<file path="src/rtl/counter_sched.sv">
// counter_sched: a single shared interval counter time-multiplexed between
// NREQ requesters. An idle block grants the counter round-robin to one
// requester, which then owns it for its latched interval length (0 = 2^CW
// cycles) or until aborted. Completion is signalled by a one-cycle done
// pulse to the finishing owner.
//
// Ports:
//   clk    in   single clock, rising edge
//   reset  in   synchronous active-high reset
//   req    in   [NREQ]      level-sensitive request lines
//   dur    in   [NREQ*CW]   requested interval length, requester i on [i*CW +: CW]
//   abort  in   cancel the running interval (ignored when idle)
//   gnt    out  [NREQ]      one-hot current owner, zero when idle
//   owner  out  [clog2]     index of current or most recent owner
//   busy   out  high while an interval runs
//   count  out  [CW]        shared counter value
//   done   out  [NREQ]      one-cycle completion pulse to the finishing owner
module counter_sched #(
   parameter int unsigned NREQ = 4,
   parameter int unsigned CW   = 4
) (
   input  logic                      clk,
   input  logic                      reset,
   input  logic [NREQ-1:0]           req,
   input  logic [NREQ*CW-1:0]        dur,
   input  logic                      abort,
   output logic [NREQ-1:0]           gnt,
   output logic [$clog2(NREQ)-1:0]   owner,
   output logic                      busy,
   output logic [CW-1:0]             count,
   output logic [NREQ-1:0]           done
);

   localparam int unsigned OW = $clog2(NREQ);

   typedef enum logic {
      IDLE = 1'b0,
      RUN  = 1'b1
   } state_t;

   state_t          state, state_nxt;
   logic [OW-1:0]   last, last_nxt;
   logic [CW-1:0]   len, len_nxt;
   logic [NREQ-1:0] gnt_nxt;
   logic [OW-1:0]   owner_nxt;
   logic            busy_nxt;
   logic [CW-1:0]   count_nxt;
   logic [NREQ-1:0] done_nxt;

   logic            found;
   logic [OW-1:0]   win;
   logic [CW-1:0]   win_dur;
   logic            last_tick;
   int              idx;

   // Round-robin search starting one past the previous owner.
   always_comb begin
      found = 1'b0;
      win   = '0;
      idx   = 0;
      for (int k = 1; k <= int'(NREQ); k++) begin
         idx = int'(last) + k;
         if (idx >= int'(NREQ)) idx = idx - int'(NREQ);
         if (!found && req[idx]) begin
            found = 1'b1;
            win   = OW'(idx);
         end
      end
   end

   // Interval length requested by the arbitration winner.
   always_comb begin
      win_dur = '0;
      for (int i = 0; i < int'(NREQ); i++) begin
         if (OW'(i) == win) win_dur = dur[i*CW +: CW];
      end
   end

   // len-1 wraps to all-ones for len==0, giving a full 2^CW-cycle interval.
   assign last_tick = (count == (len - CW'(1)));

   // Next-state and registered-output logic.
   always_comb begin
      state_nxt = state;
      last_nxt  = last;
      len_nxt   = len;
      gnt_nxt   = gnt;
      owner_nxt = owner;
      busy_nxt  = busy;
      count_nxt = count;
      done_nxt  = '0;

      case (state)
         IDLE: begin
            if (found) begin
               state_nxt = RUN;
               gnt_nxt   = NREQ'(1) << win;
               owner_nxt = win;
               len_nxt   = win_dur;
               count_nxt = '0;
               busy_nxt  = 1'b1;
            end
         end
         RUN: begin
            if (abort) begin
               // Abort wins over a coinciding completion: no done pulse.
               state_nxt = IDLE;
               gnt_nxt   = '0;
               count_nxt = '0;
               busy_nxt  = 1'b0;
               last_nxt  = owner;
            end else if (last_tick) begin
               state_nxt = IDLE;
               gnt_nxt   = '0;
               count_nxt = '0;
               busy_nxt  = 1'b0;
               done_nxt  = gnt;
               last_nxt  = owner;
            end else begin
               count_nxt = count + CW'(1);
            end
         end
         default: begin
            state_nxt = IDLE;
            gnt_nxt   = '0;
            count_nxt = '0;
            busy_nxt  = 1'b0;
         end
      endcase
   end

   // State and output registers; last resets to NREQ-1 so requester 0 wins first.
   always_ff @(posedge clk) begin
      if (reset) begin
         state <= IDLE;
         last  <= OW'(NREQ - 1);
         len   <= '0;
         gnt   <= '0;
         owner <= '0;
         busy  <= 1'b0;
         count <= '0;
         done  <= '0;
      end else begin
         state <= state_nxt;
         last  <= last_nxt;
         len   <= len_nxt;
         gnt   <= gnt_nxt;
         owner <= owner_nxt;
         busy  <= busy_nxt;
         count <= count_nxt;
         done  <= done_nxt;
      end
   end

endmodule

</file>
<file path="config.mk">
export PLATFORM = sky130hd
export DESIGN_NAME = counter_sched
export DESIGN_NICKNAME = d
export VERILOG_FILES = /design/src/rtl/counter_sched.sv
export SDC_FILE = /design/constraint.sdc
export NUM_CORES = 1
export LEC_CHECK = 0
export BUFFER_PORTS_ARGS = -buffer_cell sky130_fd_sc_hd__buf_4
export CAP_MARGIN = 0
export CORE_MARGIN = 2
export CORE_UTILIZATION = 52
export DETAILED_ROUTE_END_ITERATION = 10
export GPL_TIMING_DRIVEN = 0
export MAX_ROUTING_LAYER = met4
export PLACE_DENSITY_LB_ADDON = 0.15
export SETUP_SLACK_MARGIN = 0.5
export SKIP_LAST_GASP = 1
export SYNTH_ARGS = -nofsm -noshare
export SYNTH_HDL_FRONTEND = slang
export SYNTH_SLANG_ARGS = --single-unit
</file>
<file path="constraint.sdc">
create_clock -name clk -period 4.2 [get_ports clk]
set_input_delay 0.21 -clock clk [delete_from_list [all_inputs] [get_ports clk]]
set_output_delay 0.21 -clock clk [all_outputs]
set_load 0.005 [all_outputs]
</file>
-- Word-level counts from Yosys, hierarchy flattened
Cells that the tools add are included.
- add/subtract/negate cells: 10
- magnitude comparators: 8
- equality and inequality tests: 6
- shift-type cells: 1
- muxes and demuxes: 46
- bitwise operators: 2
- reduce and logical (&&, ||, !) cells: 12
- operators by type and width (cell ; count):
    $lt A32 B4 Y1 const B ; 4
    $mux W32 ; 4
    $mux W4 ; 10
    $mux W1 ; 18
    $pmux W4 S2 ; 2
    $mux W2 ; 6
    $sub A3 B3 Y4 const B ; 3
    $ge A3 B3 Y1 const B ; 3
    $bmux W1 S2 ; 4
    $add A2 B2 Y3 const B ; 2
    $reduce_and A2 Y1 ; 3
    $sub A4 B3 Y5 const B ; 1
    $add A2 B3 Y4 const B ; 1
    $add A4 B1 Y4 const B ; 1
    $eq A2 B2 Y1 const A ; 2
    $eq A4 B4 Y1 ; 1
    $ge A4 B3 Y1 const B ; 1
    $pmux W1 S2 ; 2
    $reduce_or A4 Y1 ; 1
    $shl A1 B2 Y4 const A ; 1
    $sub A4 B1 Y4 const B ; 1
    $add A2 B1 Y3 const B ; 1
    $logic_and A1 B1 Y1 ; 3
    $logic_not A1 Y1 ; 3
    6 further kinds ; 7
- flip-flop bits (word level): 22
- output and inout port bits: 15
- logic and storage cells: 93

-- Longest topological paths before layout
- depth in word-level cells: 21
- gate-level depth with buffers: 7

-- Worst setup path after synthesis
OpenSTA, ideal clock, no wires.
- path kind: reg2reg
- start: reg len[0]
- end: reg count[1]
- setup time: 67 ps
- data arrival time: 1564 ps
- data required time: 4133 ps
- slack: 2569 ps
- stages on the path, launching flop included: 8
- path buffers: 0
- clock period less this slack: 1631 ps
- cells stage by stage: dfxtp_1 -> inv_1 -> ha_1 -> xnor2_1 -> nor3_2 -> and2_4 -> or3b_1 -> a21oi_2
- word-level cells in the longest chain between the ends: 5
- RTL lines (item ; line ; source):
    from (decl) ; 43 ; logic [CW-1:0] len, len_nxt;
    from (signal assigned) ; 146 ; len <= len_nxt;
    $sub A4 B1 Y4 ; 80 ; assign last_tick = (count == (len - CW'(1)));
    $eq A4 B4 Y1 ; 80 ;
    $mux W4 ; 112 ; end else if (last_tick) begin
    $mux W4 ; 105 ; if (abort) begin
    $pmux W4 S2 ; 93 ; case (state)
    to (signal assigned) ; 150 ; count <= count_nxt;
    to (decl) ; 30 ; output logic [CW-1:0] count,
Every way passes these cells.
A chain may end at the register's enable or synchronous reset.

-- Worst setup path after layout
- start: reg len[0]
- end: reg last[1]
- word-level cells in the longest chain between the ends: 4
- RTL lines (item ; line ; source):
    $sub A4 B1 Y4 ; 80 ;
    $eq A4 B4 Y1 ; 80 ;
    $reduce_bool A2 Y1 (no line) ; - ;
    $reduce_and A2 Y1 (no line) ; - ;
    to (signal assigned) ; 136 ; last <= OW'(NREQ - 1);
    to (signal assigned) ; 145 ; last <= last_nxt;
    to (decl) ; 42 ; logic [OW-1:0] last, last_nxt;
Every way passes these cells.

==> flow_metrics.py <==
metrics = {
    "sta": {
        "final.setup_skew_ns": 0.00283,
        "rsz0062_at_grt": "false",
        "fmax_ghz": 0.552,
        "worst_slew_pin_slew_ns": 0.580,
        "layout_worst_path_cycle_share_pct": 43.1,
        "min_period_ns": 1.81,
        "report.final.slew_viol_count": 0,
        "final.hold.worst_slack_ns": 0.194,
        "final.setup.tns_ns": 0,
        "relSlewSlack_pct": 61.2,
        "finalHoldViolCount": 0,
        "setup_viol_count_final": 0,
    },
    "routing": {
        "routed_via_count": 1090,
        "drt_pre_antenna_iters": 4,
        "drc": 0,
        "drt_iter0_markers": 38,
        "postRouteWirelength_um": 2620,
        "drtAntennaViolNets": 0,
        "vias_per_cell": 5.68,
        "route.detailed.wl_per_inst_um": 13.7,
    },
    "synthesis": {
        "synth_simple_gate_area_share_pct": 26.2,
        "syn_area_um2": 1110,
        "compound_gate_portion_of_the_synthesized_area_pct": 15.7,
        "dominant_combinational_cell_family_by_area_after_synthesis": "simple AND/OR/NAND/NOR gates",
        "netlist_instances": 124,
        "synthMuxAreaShare_pct": 8.98,
        "post_synthesis_cell_type_count": 34,
        "number_of_synthesized_flops_with_an_enable_pin": 0,
        "netlist_top_cells_area": "dfxtp_1 40%, mux2i_1 9.0%, nor2_1 4.7%",
        "synth_seq_cells": 22,
        "arithmetic_cell_share_of_the_synthesized_area_counting_full_adders_half_adders_and_majority_gates_pct": 2.24,
        "yosys_warnings": 0,
        "synth-xor-area-share_pct": 5.27,
        "syn_nets": 149,
        "async_flop_share_pct": 0,
        "yosysTopAreaCellShare_pct": 39.5,
        "synth-main-ff-cell": "dfxtp_1",
        "synth_top_area_cell": "dfxtp_1",
        "yosysSeqAreaShare_pct": 39.5,
        "syn_area_per_cell_um2": 8.99,
    },
    "grt": {
        "grt_pass1_vias": 976,
        "grt_first_pass_wirelength_um": 4260,
        "grt_max_degree": 13,
        "antenna_found_initial": 0,
        "grt_remaining_overflow": 0,
        "grt_use_total_pct": 22.5,
    },
    "hold_path": {
        "worstHoldPathType": "in -> reg",
        "timing.hold.worst.start": "dur[11]",
        "hold-path-endpoint": "len[3]",
        "whs_path_depth": 3,
    },
    "power_and_ir_drop": {
        "p_comb_share_pct": 26.5,
        "power.share.clock_pct": 24.0,
        "switchingPower_uw": 141,
        "cellInternalPower_uw": 345,
        "irDropWorstVdd_mv": 0.249,
        "cellLeakagePower_uw": 0.000632,
        "power.density_nw_per_um2": 332,
        "switching_part_of_the_total_pct": 28.9,
        "power_uw": 486,
        "seqPwrFrac_pct": 49.5,
    },
    "floorplanning": {
        "start_util_pct": 55.7,
        "core_area_um2": 2000,
        "fp.dieW_um": 50.3,
        "die_h_um": 50.3,
        "fp-row-count": 16,
        "fp.dieArea_um2": 2530,
        "num_io_pins": 38,
    },
    "cts": {
        "h-tree-depth": 1,
        "cts.reportedPaths.clkPinSlew_ns": 0.11,
        "clock_latency_ns": 0.31,
        "cts.path.max_buffers": 2,
        "cts_sinks": 22,
        "post-cts-setup-buffers": 0,
        "total_of_cells_resized_after_clock_tree_synthesis": 0,
        "cts-buffers-inserted": 3,
        "cts-hold-fix-buffers": 0,
        "tritoncts": "done",
        "root_buffer": "clkbuf_4",
    },
    "placement": {
        "io_buffers": 37,
        "dp_hpwl_um": 2030,
        "gp_routability_congestion": 0.809,
        "dp_cells": 188,
        "dpl-instance-area_um2": 1430,
    },
    "final_layout": {
        "area_delta_synth_final_pct": 31.2,
        "layout.nets": 191,
        "final_cells": 192,
        "antennaDiodeCount": 0,
        "drive_above_1_share_pct": 29.1,
        "final_cell_area_um2": 1460,
    },
    "outcome": {
        "outcome": "complete, no violations",
    },
    "setup_path": {
        "crit_arrival_ns": 2.06,
        "required_ns": 4.45,
        "crit_path_start_kind": "register",
        "worstReg2RegEnd": "last[1]",
        "worst-r2r-cell-count": 7,
        "critical_path_class": "reg -> reg",
        "rr_startpoint": "len[0]",
        "worstSetupEndpointType": "register",
        "cp_max_fo": 6,
        "timing.reg2reg.setup_slack_ns": 2.39,
    },
    "job": {
        "cap_violations": 0,
    },
}
## logic make-up (layout without fill, tap and decap cells)
group	count (synthesis)	count (layout)
and+or+nand+nor	52	52
AOI/OAI and AO/OA	27	27
DFF	22	22
muxes	10	10
buffers and inverters	6	47
xor gates and xnor gates	5	5
adders and majority gates	2	2
## metal layers
layer  GRT usage, %  share of wire, %  vias to the layer above  wire length, µm
li1               -                 -                      536                -
met1           24.7                41                      505             1090
met2           40.6                51                       45             1330
met3           4.46               6.2                        4              163
met4           7.21               1.4                        0               36
met5              -                 0                        -                0
## sequential cells by signal (all words and copies together), names as in the netlist
| register | count |
|---|---|
| len | 4 |
| busy | 1 |
| count | 4 |
| gnt | 4 |
| last | 2 |
| done | 4 |
| state | 1 |
| owner | 2 |
## metrics by stage
| step | util (%) | setup WS [ns] |
|---|---|---|
| after global placement | 71.3 | 2.45 |
| after global routing | 73.1 | 2.26 |
| after floorplan | - | 2.57 |
| after detailed placement | 71.3 | 2.39 |
| after CTS | 73.1 | 2.35 |
| final | 73.1 | 2.39 |
## cells in the final DEF, fill, tap and decap left out, types with 4 or more instances in the layout
cell type	synthesis	final
a21oi_1	6	6
and3_1	5	5
buf_4	0	37
nand2_1	4	4
dfxtp_1	22	22
nand3_1	5	5
nand3b_1	5	5
nor2_1	14	14
o21ai_0	4	4
or3_1	4	4
nand2b_1	5	5
o221ai_1	4	4
mux2i_1	10	10
## area by class of cell
| class | count | area [µm²] |
|---|---|---|
| timing repair buffer | 37 | 278 |
| tap | 27 | 33.8 |
| clock buffer | 4 | 36.3 |
| multi-input combinational | 96 | 651 |
| fill | 170 | 539 |
| inverter | 2 | 7.51 |
| buffer | 4 | 16.3 |
| sequential | 22 | 440 |
## cells in the mapped netlist (all sizes together) (4+ instances only)
master and number:
a21oi 7, and3 5, dfxtp 22, mux2i 10, nand2 4, nand2b 5
nand3 5, nand3b 5, nor2 14, nor3 4, o21ai 5, o221ai 4
or3 4
## how the worst max path moves through the flow
stage	from	endpoint	slack [ns]	depth (start not counted)
6_report	len[0]	last[1]	2.39	7
5_1_grt	len[0]	gnt[2]	2.26	7
4_1_cts	len[0]	last[1]	2.35	7
3_5_place_dp	len[0]	last[1]	2.39	7
3_3_place_gp	len[0]	last[0]	2.45	7
2_1_floorplan	len[0]	count[1]	2.57	7
## worst max-delay path: stages, from the launching register on
cell	delay, ns
dfxtp_1	0.39
inv_1	0.07
ha_1	0.30
xnor2_1	0.14
nor3_2	0.26
and2_4	0.21
o21a_2	0.19
mux2i_1	0.20
## power by group through the flow
stage          sequential, µW  combinational (µW)  clock (µW)
3_5_place_dp              245                 129           0
2_1_floorplan             242                83.1           0
5_1_grt                   243                 142         126
4_1_cts                   240                 129         120
3_3_place_gp              244                 125           0
6_report                  240                 129         117
(Power assumes the default switching activity.)
